--- src/rtl/nibble_cmp_seq.sv ---
// Compares wide unsigned operands through one external 4-bit comparator, MSB nibble first, stopping at the first difference.
// Latency k+1 cycles (k = nibbles examined); start is ignored while busy, results hold until the next completion.
module nibble_cmp_seq #(
  parameter int NIBBLES = 4
) (
  input  logic                   clk,
  input  logic                   rst_n,
  input  logic                   start,
  input  logic [4*NIBBLES-1:0]   a_in,
  input  logic [4*NIBBLES-1:0]   b_in,
  output logic                   busy,
  output logic                   done,
  output logic                   gt,
  output logic                   lt,
  output logic                   eq,
  output logic [3:0]             cmp_a,
  output logic [3:0]             cmp_b,
  input  logic                   cmp_g,
  input  logic                   cmp_l,
  input  logic                   cmp_e
);

  localparam int W  = 4 * NIBBLES;
  localparam int IW = (NIBBLES > 1) ? $clog2(NIBBLES) : 1;
  localparam logic [IW-1:0] LAST_IDX = IW'(NIBBLES - 1);

  typedef enum logic [1:0] {
    S_IDLE = 2'd0,
    S_RUN  = 2'd1,
    S_DONE = 2'd2
  } state_t;

  state_t          state;
  state_t          state_nxt;
  logic [IW-1:0]   idx;
  logic [W-1:0]    a_reg;
  logic [W-1:0]    b_reg;
  logic [W-1:0]    a_sh;
  logic [W-1:0]    b_sh;

  always_ff @(posedge clk) begin
    if (!rst_n) begin
      state <= S_IDLE;
      idx   <= '0;
      a_reg <= '0;
      b_reg <= '0;
      gt    <= 1'b0;
      lt    <= 1'b0;
      eq    <= 1'b0;
    end else begin
      state <= state_nxt;
      case (state)
        S_IDLE, S_DONE: begin
          if (start) begin
            a_reg <= a_in;
            b_reg <= b_in;
            idx   <= LAST_IDX;
          end
        end
        S_RUN: begin
          // equality wins over g/l; inconsistent comparator outputs are not policed
          if (cmp_e) begin
            if (idx != '0) begin
              idx <= idx - IW'(1);
            end else begin
              gt <= 1'b0;
              lt <= 1'b0;
              eq <= 1'b1;
            end
          end else begin
            gt <= cmp_g;
            lt <= cmp_l;
            eq <= 1'b0;
          end
        end
        default: ;
      endcase
    end
  end

  always_comb begin
    state_nxt = state;
    case (state)
      S_IDLE:  state_nxt = start ? S_RUN : S_IDLE;
      S_RUN:   state_nxt = (cmp_e && idx != '0) ? S_RUN : S_DONE;
      S_DONE:  state_nxt = start ? S_RUN : S_IDLE;
      default: state_nxt = S_IDLE;
    endcase
  end

  always_comb begin
    busy  = 1'b0;
    done  = 1'b0;
    cmp_a = 4'd0;
    cmp_b = 4'd0;
    a_sh  = a_reg >> {idx, 2'b00};
    b_sh  = b_reg >> {idx, 2'b00};
    case (state)
      S_RUN: begin
        busy  = 1'b1;
        cmp_a = a_sh[3:0];
        cmp_b = b_sh[3:0];
      end
      S_DONE:  done = 1'b1;
      default: ;
    endcase
  end

endmodule

--- config.mk ---
export PLATFORM = sky130hd
export DESIGN_NAME = nibble_cmp_seq
export DESIGN_NICKNAME = d
export VERILOG_FILES = /design/src/rtl/nibble_cmp_seq.sv
export SDC_FILE = /design/constraint.sdc
export NUM_CORES = 1
export LEC_CHECK = 0
export BUFFER_PORTS_ARGS = -buffer_cell sky130_fd_sc_hd__buf_4
export CAP_MARGIN = 20
export CORE_ASPECT_RATIO = 0.5
export CORE_UTILIZATION = 33
export DETAILED_ROUTE_END_ITERATION = 7
export SYNTH_ARGS = -nofsm -noshare
export SYNTH_HDL_FRONTEND = slang
export SYNTH_SLANG_ARGS = --single-unit
--- constraint.sdc ---
create_clock -name clk -period 2.9 [get_ports clk]
set_input_delay 0.58 -clock clk [delete_from_list [all_inputs] [get_ports clk]]
set_output_delay 0.58 -clock clk [all_outputs]
set_load 0.02 [all_outputs]
Yosys cells after proc, flatten, opt, wreduce, memory -nomap -nowiden:

Index checks and enable logic that the tools add are counted.
Widths: inputs -> output; s select.

* mux-type cells: 16
* equality and inequality tests: 6
* add/subtract/negate cells: 1
* shift operators: 2
* reductions and logical operators: 8

Operators by type and width (count)
* $shr 16x4->4: 2
* $mux 1: 8
* $mux 2: 4
* $mux 4: 2
* $pmux 2 s2: 2
* $ne 2x2->1 const B: 3
* $reduce_and 2->1: 2
* $reduce_and 4->1: 1
* $reduce_bool 2->1: 2
* $eq 2x1->1 const B: 1
* $eq 2x2->1 const B: 1
* $logic_not 2->1: 1
* $ne 2x1->1 const B: 1
* $reduce_or 2->1: 1
* $sub 2x1->2 const B: 1
* $logic_and 1x1->1: 1

* word-level logic and storage cells: 40
* register bits after elaboration: 39
* output and inout port bits: 13
* bits of input ports: 38

Logic depth before layout (Yosys ltp):

Gate-level depths: netlist of run 1.

* depth after elaboration: 4
* depth in mapped cells: 6
* mapped depth without buffers: 5

Worst setup path after synthesis of run 1:

Ideal clock, no wire load.

* path kind: reg2out
* start point: register idx[0]
* end point: output port cmp_a[0]
* buffers on the path: 1
* cell stages (with the launch flop): 4
* data required time: 2320 ps
* data arrival time: 1193 ps
* setup slack: 1127 ps
* cells stage by stage: dfxtp_1 -> buf_6 -> mux4_2 -> and2_1

* word-level cells in the longest chain between the ends: 2

Ends and longest elaborated chain
* start: declaration: line 35 `logic [IW-1:0] idx;`
* start signal: assignment: line 64 `idx <= idx - IW'(1);`
* $shr 16x4->4: line 96 `a_sh = a_reg >> {idx, 2'b00};`
* $mux 4: line 98 `case (state)`
* end: declaration: line 16 `output logic [3:0] cmp_a,`

Every way passes these cells.

Final worst setup path of run 1:

* start point: register idx[0]
* end point: output port cmp_a[3]

Same word-level chain as after synthesis.

==> results.py, run 1 <==
metrics = {
    "synthesis": {
        "synth_adder_area_share_pct": 0.7616,
        "yosysSeqAreaShare_pct": 47.52,
        "syn-cell-area_sq_um": 1643,
        "synth_top_family_by_area": "simple AND/OR/NAND/NOR gates",
        "yosys.cell_types.count": 20,
        "synth_warnings": 0,
        "yosysMostFrequentCell": "nand2_1",
        "synth.ff_latch_count": 39,
        "synth_top_area_share_pct": 47.52,
        "yosys-top-cells-count": "nand2_1, dfxtp_1, a21oi_1, and2_1, buf_2",
        "synth_compound_area_share_pct": 12.19,
        "synth_top_cell_by_area": "dfxtp_1",
        "synth-simple-area-share_pct": 22.92,
        "synth_flop_cell": "dfxtp_1",
        "synth_nets": 230,
        "synth.area.mux_share_pct": 11.20,
        "synthTopCellsByArea": "dfxtp_1, nand2_1, a21oi_1, mux4_2, and2_1",
        "syn_inst": 191,
        "async_flop_share_pct": 0,
        "synth_edf_count": 0,
        "synthXorXnorAreaFrac_pct": 0,
        "syn_avg_cell_area_sq_um": 8.601,
    },
    "worst_setup_path": {
        "critPathMaxFanout": 8,
        "worst-path-stages": 4,
        "cpMostUsedCell": "buf_4",
        "crit_path_top_delay_cell": "mux4_1",
        "crit_chain": "buf_4, mux4_1, and2_1, buf_4",
        "cp_num_buf_inv": 2,
        "slowest_delay_ns": 0.55,
        "crit_path_start_kind": "flip-flop",
        "cp_data_required_time_ns": 2.32,
        "crit_family": "multiplexers",
        "critPathArrivalTime_ns": 1.83,
        "crit_type": "reg2out",
        "reg2reg_depth": 5,
        "r2r_slack_ns": 1.20,
        "critPathCaptureType": "output pin",
    },
    "sta": {
        "slew_headroom_pct": 50.10,
        "fin_crit_ns": 2.412,
        "rsz0062_at_grt": "false",
        "fin_crit_sh_pct": 83.16,
        "finalHoldViolations": 0,
        "clock_skew_ns": 0.004197,
        "finalSetupViolations": 0,
        "slew_violations": 0,
        "tightest_slew_ns": 0.7476,
        "finalSetupTns_ns": 0,
        "fmax_mhz": 414.7,
    },
    "clock_network": {
        "cts_buffers": 5,
        "cts.clk_slew.worst_paths_ns": 0.07,
        "cts_num_sinks": 39,
        "clock_latency_ns": 0.29,
        "cts_root_buf": "clkbuf_8",
        "postCtsResizedCells": 0,
        "cts_hold_buf": 0,
        "clock_path_buffers": 2,
        "ctsHtreeMaxLevel": 2,
        "cts_tree": "done",
        "post_cts_buffers": 0,
    },
    "hold_path": {
        "hold_path_class": "reg2reg",
        "hold_depth": 2,
    },
    "floorplanning": {
        "start_util_pct": 35.76,
        "coreArea_sq_um": 4594,
        "ios": 51,
        "die_w_microns": 101.8,
        "dieArea_sq_um": 5281,
        "rows": 17,
        "die_h_microns": 51.89,
    },
    "placement": {
        "place_hpwl_microns": 2539,
        "routabilityCongestion": 0.7016,
        "numPortBuffers": 50,
    },
    "cells_and_area": {
        "fillerInstances": 473,
        "final_core_util_pct": 47.00,
        "regArea_sq_um": 780.7,
        "areaGrowthSynthToFinish_pct": 31.45,
        "drive_above_1_share_pct": 29.17,
        "n_antenna_cell": 0,
        "multiInputGateArea_sq_um": 775.7,
        "num-nets-final": 278,
    },
    "grt": {
        "overflow": 0,
        "first_global_vias": 1330,
        "antenna_found_initial": 0,
        "grt_use_total_pct": 15.28,
        "grt_max_degree": 33,
        "grt_pass1_wl_microns": 5940,
    },
    "route": {
        "ant_nets": 0,
        "wire_per_inst_microns": 11.97,
        "drc": 0,
        "wl_microns": 3663,
        "drt_iter0_drc": 24,
        "vias_per_cell": 4.588,
        "drt_first_pass_iters": 4,
        "vias": 1404,
    },
    "run": {
        "drv_cap": 0,
    },
    "status": {
        "status": "completed",
    },
    "power_and_ir_drop": {
        "peakVddDrop_mv": 0.2449,
        "powerDensity_nw_per_um2": 540.9,
        "p_leak_nw": 0.9084,
    },
}
==> routing by layer <==
metal / global-route usage, % / up-vias / part of all wire [%]
met4: 5.797 / 0 / 1.4
met3: 6.048 / 5 / 5.0
met2: 24.55 / 22 / 45
li1: - / 729 / -
met1: 18.59 / 648 / 49
met5: 0 / - / 0
==> power breakdown <==
part | total, W | internal [W] | switching, W
Combinational | 0.000174 | 0.0000922 | 0.0000822
Clock | 0.000403 | 0.000217 | 0.000186
Sequential | 0.000591 | 0.000568 | 0.0000228
==> kinds of logic after synthesis <==
group	count (synthesis)
simple gates	87
compound gates	39
flops	39
buf+inv	17
mux	8
fa+ha+maj	1
==> per-stage QoR <==
stage          cells  setup slack (ns)  cell area, sq um  hold slack, ns   power, W
3_5_place_dp     298            0.7767              2059          0.4469  0.0007803
4_1_cts          306            0.4493              2160          0.4576   0.001187
5_1_grt          306            0.3476              2160          0.4826   0.001231
2_1_floorplan    191             1.127              1643          0.4315  0.0007098
6_report         306            0.4884              2160          0.4524   0.001168
3_3_place_gp     298            0.7870              2059          0.4387  0.0007763
==> cell type report <==
cell class,instances,area share [%]
multi-input cells,135,35.92
flip-flops and latches,39,36.15
repair buffers,54,18.77
well taps,66,3.824
inverters,4,0.6952
clock buffers,8,4.635
==> cells in the final DEF (no fill, tap or decap) <==
master    count
a211oi_1      2
a21oi_1      35
and2_1        8
and4bb_2      1
buf_4        54
clkbuf_1      1
clkbuf_8      7
dfxtp_1      39
ha_1          1
inv_1         4
mux4_1        1
mux4_2        7
nand2_1      66
nand2b_1      2
nor2_1        2
nor2b_1       2
nor2b_2       1
nor3_1        4
nor3b_1       1
o21ai_0       2
==> worst paths after layout <==
kind / start / to
worst max-delay path: idx[0]$_SDFFE_PN0P_ / cmp_a[3]
worst min-delay path: a_reg[7]$_SDFFE_PN0P_ / a_reg[7]$_SDFFE_PN0P_
worst max register to register: idx[1]$_SDFFE_PN0P_ / idx[0]$_SDFFE_PN0P_
worst min register to register: a_reg[7]$_SDFFE_PN0P_ / a_reg[7]$_SDFFE_PN0P_
==> worst register-to-register path, delay by kind of cell, from the launching register on <==
| kind | cells | cell delay (ns) |
|---|---|---|
| DFF | 1 | 0.64 |
| and+or+nand+nor | 2 | 0.42 |
| adders and majority gates | 1 | 0.23 |
| AOI/OAI and AO/OA | 1 | 0.23 |
| buffers and inverters | 1 | 0.09 |
Note: power is estimated with default switching activity, not from simulation.
==> inputs of run 2 (changes only) <==
==> constraint.sdc (replaced) <==
create_clock -name clk -period 2.1 [get_ports clk]
set_input_delay 0.42 -clock clk [delete_from_list [all_inputs] [get_ports clk]]
set_output_delay 0.42 -clock clk [all_outputs]
set_load 0.02 [all_outputs]
==> run 2 against run 1 <==
Net effect: sequential power increased by 37%; highest routed layer unchanged; first-iteration DRC count grew 33%; count of clock-buffer cells in the layout unchanged; clock power increased by 35%; critical endpoint is now cmp_b[3]; sequential cell count unchanged; global-route usage decreased by 0.24 points; largest power group unchanged; die area unchanged.
==> results.py, run 2 (synthesis results as in run 1) <==
metrics = {
    "worst_setup_path": {
        "crit_path_top_delay_cell": "mux4_2",
        "cpMostUsedCell": "buf_4",
        "cp_data_required_time_ns": 1.68,
        "crit_path_start_kind": "flip-flop",
        "crit_chain": "buf_4, mux4_2, and2_1, buf_4",
        "critPathMaxFanout": 7,
        "reg2reg_depth": 4,
        "crit_type": "reg2out",
        "cp_num_buf_inv": 2,
        "critPathCaptureType": "output pin",
        "crit_family": "multiplexers",
        "slowest_delay_ns": 0.49,
        "worst-path-stages": 4,
        "critPathArrivalTime_ns": 1.62,
    },
    "clock_network": {
        "clock_path_buffers": 2,
        "cts_buffers": 5,
        "cts_num_sinks": 39,
        "cts_tree": "done",
        "cts.clk_slew.worst_paths_ns": 0.07,
        "cts_root_buf": "clkbuf_8",
        "ctsHtreeMaxLevel": 2,
        "clock_latency_ns": 0.28,
        "post_cts_buffers": 0,
    },
    "cells_and_area": {
        "fin_area_sq_um": 2180,
        "layout_common_cells": "nand2_1, buf_4, dfxtp_1, a21oi_1, and2_1",
        "drive_above_1_share_pct": 30.17,
        "num-nets-final": 280,
        "fillerInstances": 474,
        "final_common_cell": "nand2_1",
        "final_core_util_pct": 47.44,
        "n_antenna_cell": 0,
        "areaGrowthSynthToFinish_pct": 32.67,
    },
    "power_and_ir_drop": {
        "powerDensity_nw_per_um2": 737.5,
        "p_comb_share_pct": 15.7,
        "internal_power_w": 0.001218,
        "pwr-share-seq_pct": 50.5,
        "peakVddDrop_mv": 0.2627,
        "sw_frac_of_total_pct": 24.23,
        "p_leak_nw": 0.9198,
        "switchingPower_w": 0.0003894,
        "pwr-share-clk_pct": 33.9,
    },
    "placement": {
        "routabilityCongestion": 0.7226,
        "place_area_sq_um": 2074,
        "dp_slack_ns": 0.2262,
        "numPortBuffers": 50,
        "place_hpwl_microns": 2567,
    },
    "route": {
        "vias_per_cell": 4.558,
        "wl_microns": 3605,
        "drt_first_pass_iters": 6,
        "m1WireLength_microns": 1717,
        "highest_layer": "met4",
        "drt_iter0_drc": 32,
        "vias": 1404,
        "wire_per_inst_microns": 11.70,
        "ant_nets": 0,
        "met3_length_microns": 184,
        "wl_met2_microns": 1666,
        "drc": 0,
    },
    "sta": {
        "clock_skew_ns": 0.004043,
        "slew_headroom_pct": 44.34,
        "fin_crit_ns": 2.042,
        "finalSetupViolations": 0,
        "fmax_mhz": 489.7,
        "fin_crit_sh_pct": 97.25,
        "slew_violations": 0,
        "tightest_slew_ns": 0.8311,
        "finalHoldViolations": 0,
        "rsz0062_at_grt": "true",
        "worst_slack_ns": 0.05781,
        "holdWs_ns": 0.3764,
    },
    "grt": {
        "grt_max_degree": 40,
        "first_global_vias": 1365,
        "overflow": 0,
        "antenna_found_initial": 0,
        "grt_use_total_pct": 15.04,
        "grt_pass1_wl_microns": 5996,
    },
    "status": {
        "status": "completed",
    },
    "floorplanning": {
        "die_h_microns": 51.89,
        "rows": 17,
        "dieArea_sq_um": 5281,
        "ios": 51,
        "die_w_microns": 101.8,
        "start_util_pct": 35.76,
        "coreArea_sq_um": 4594,
    },
    "run": {
        "drv_cap": 0,
    },
    "hold_path": {
        "hold_path_class": "in2reg",
        "hold_depth": 3,
    },
}
run 2: cell count changes in the layout (fill, tap and decap cells not counted), sizes merged:
cell / delta
buf: +2
run 2: power groups by stage:
stage               Combinational, W  Sequential (W)  Clock [W]
finish                      0.000252        0.000811   0.000544
global route                0.000281        0.000817   0.000589
CTS                         0.000255        0.000811   0.000566
detailed placement          0.000254        0.000828          0
global placement            0.000253        0.000826          0
floorplan                   0.000159        0.000821          0
run 2: final timing paths:
kind                                       startpoint                    end  slack, ns
worst max-delay path              idx[0]$_SDFFE_PN0P_               cmp_b[3]       0.06
worst min-delay path                          a_in[0]  a_reg[0]$_SDFFE_PN0P_       0.38
worst max register to register    state[0]$_SDFF_PN0_    idx[0]$_SDFFE_PN0P_       0.41
worst min register to register  b_reg[5]$_SDFFE_PN0P_  b_reg[5]$_SDFFE_PN0P_       0.45
run 2: tightest hold or removal path, delay by kind of cell:
family	cells	cell delay, ns
compound gates	1	0.05
buf+inv	1	0.11
simple gates	1	0.04
run 2: repair_timing:
| action | in CTS | in global routing |
|---|---|---|
| hold buffers | 0 | 0 |
| endpoints found under the setup margin | 0 | 3 |
| gates resized for setup | 0 | 2 |
run 2: metrics by stage:
stage / std cells / setup TNS [ns] / total power, W
2_1_floorplan: 191 / 0 / 0.0009802
3_3_place_gp: 300 / 0 / 0.001079
3_5_place_dp: 300 / 0 / 0.001082
4_1_cts: 308 / 0 / 0.001632
5_1_grt: 308 / -0.002966 / 0.001687
6_report: 308 / 0 / 0.001607
run 2: final cells by class:
class / instances / area, sq um / area share, %
multi-input combinational: 135 / 775.7 / 35.59
clock buffer: 8 / 100.1 / 4.592
tap: 66 / 82.58 / 3.789
inverter: 4 / 15.01 / 0.6889
timing repair buffer: 56 / 424.2 / 19.46
sequential: 39 / 782.0 / 35.88
run 2: per-layer routing:
layer	track usage, %	vias up
li1	-	733
met1	18.51	636
met2	25.00	30
met3	4.973	5
met4	5.072	0
met5	0	-
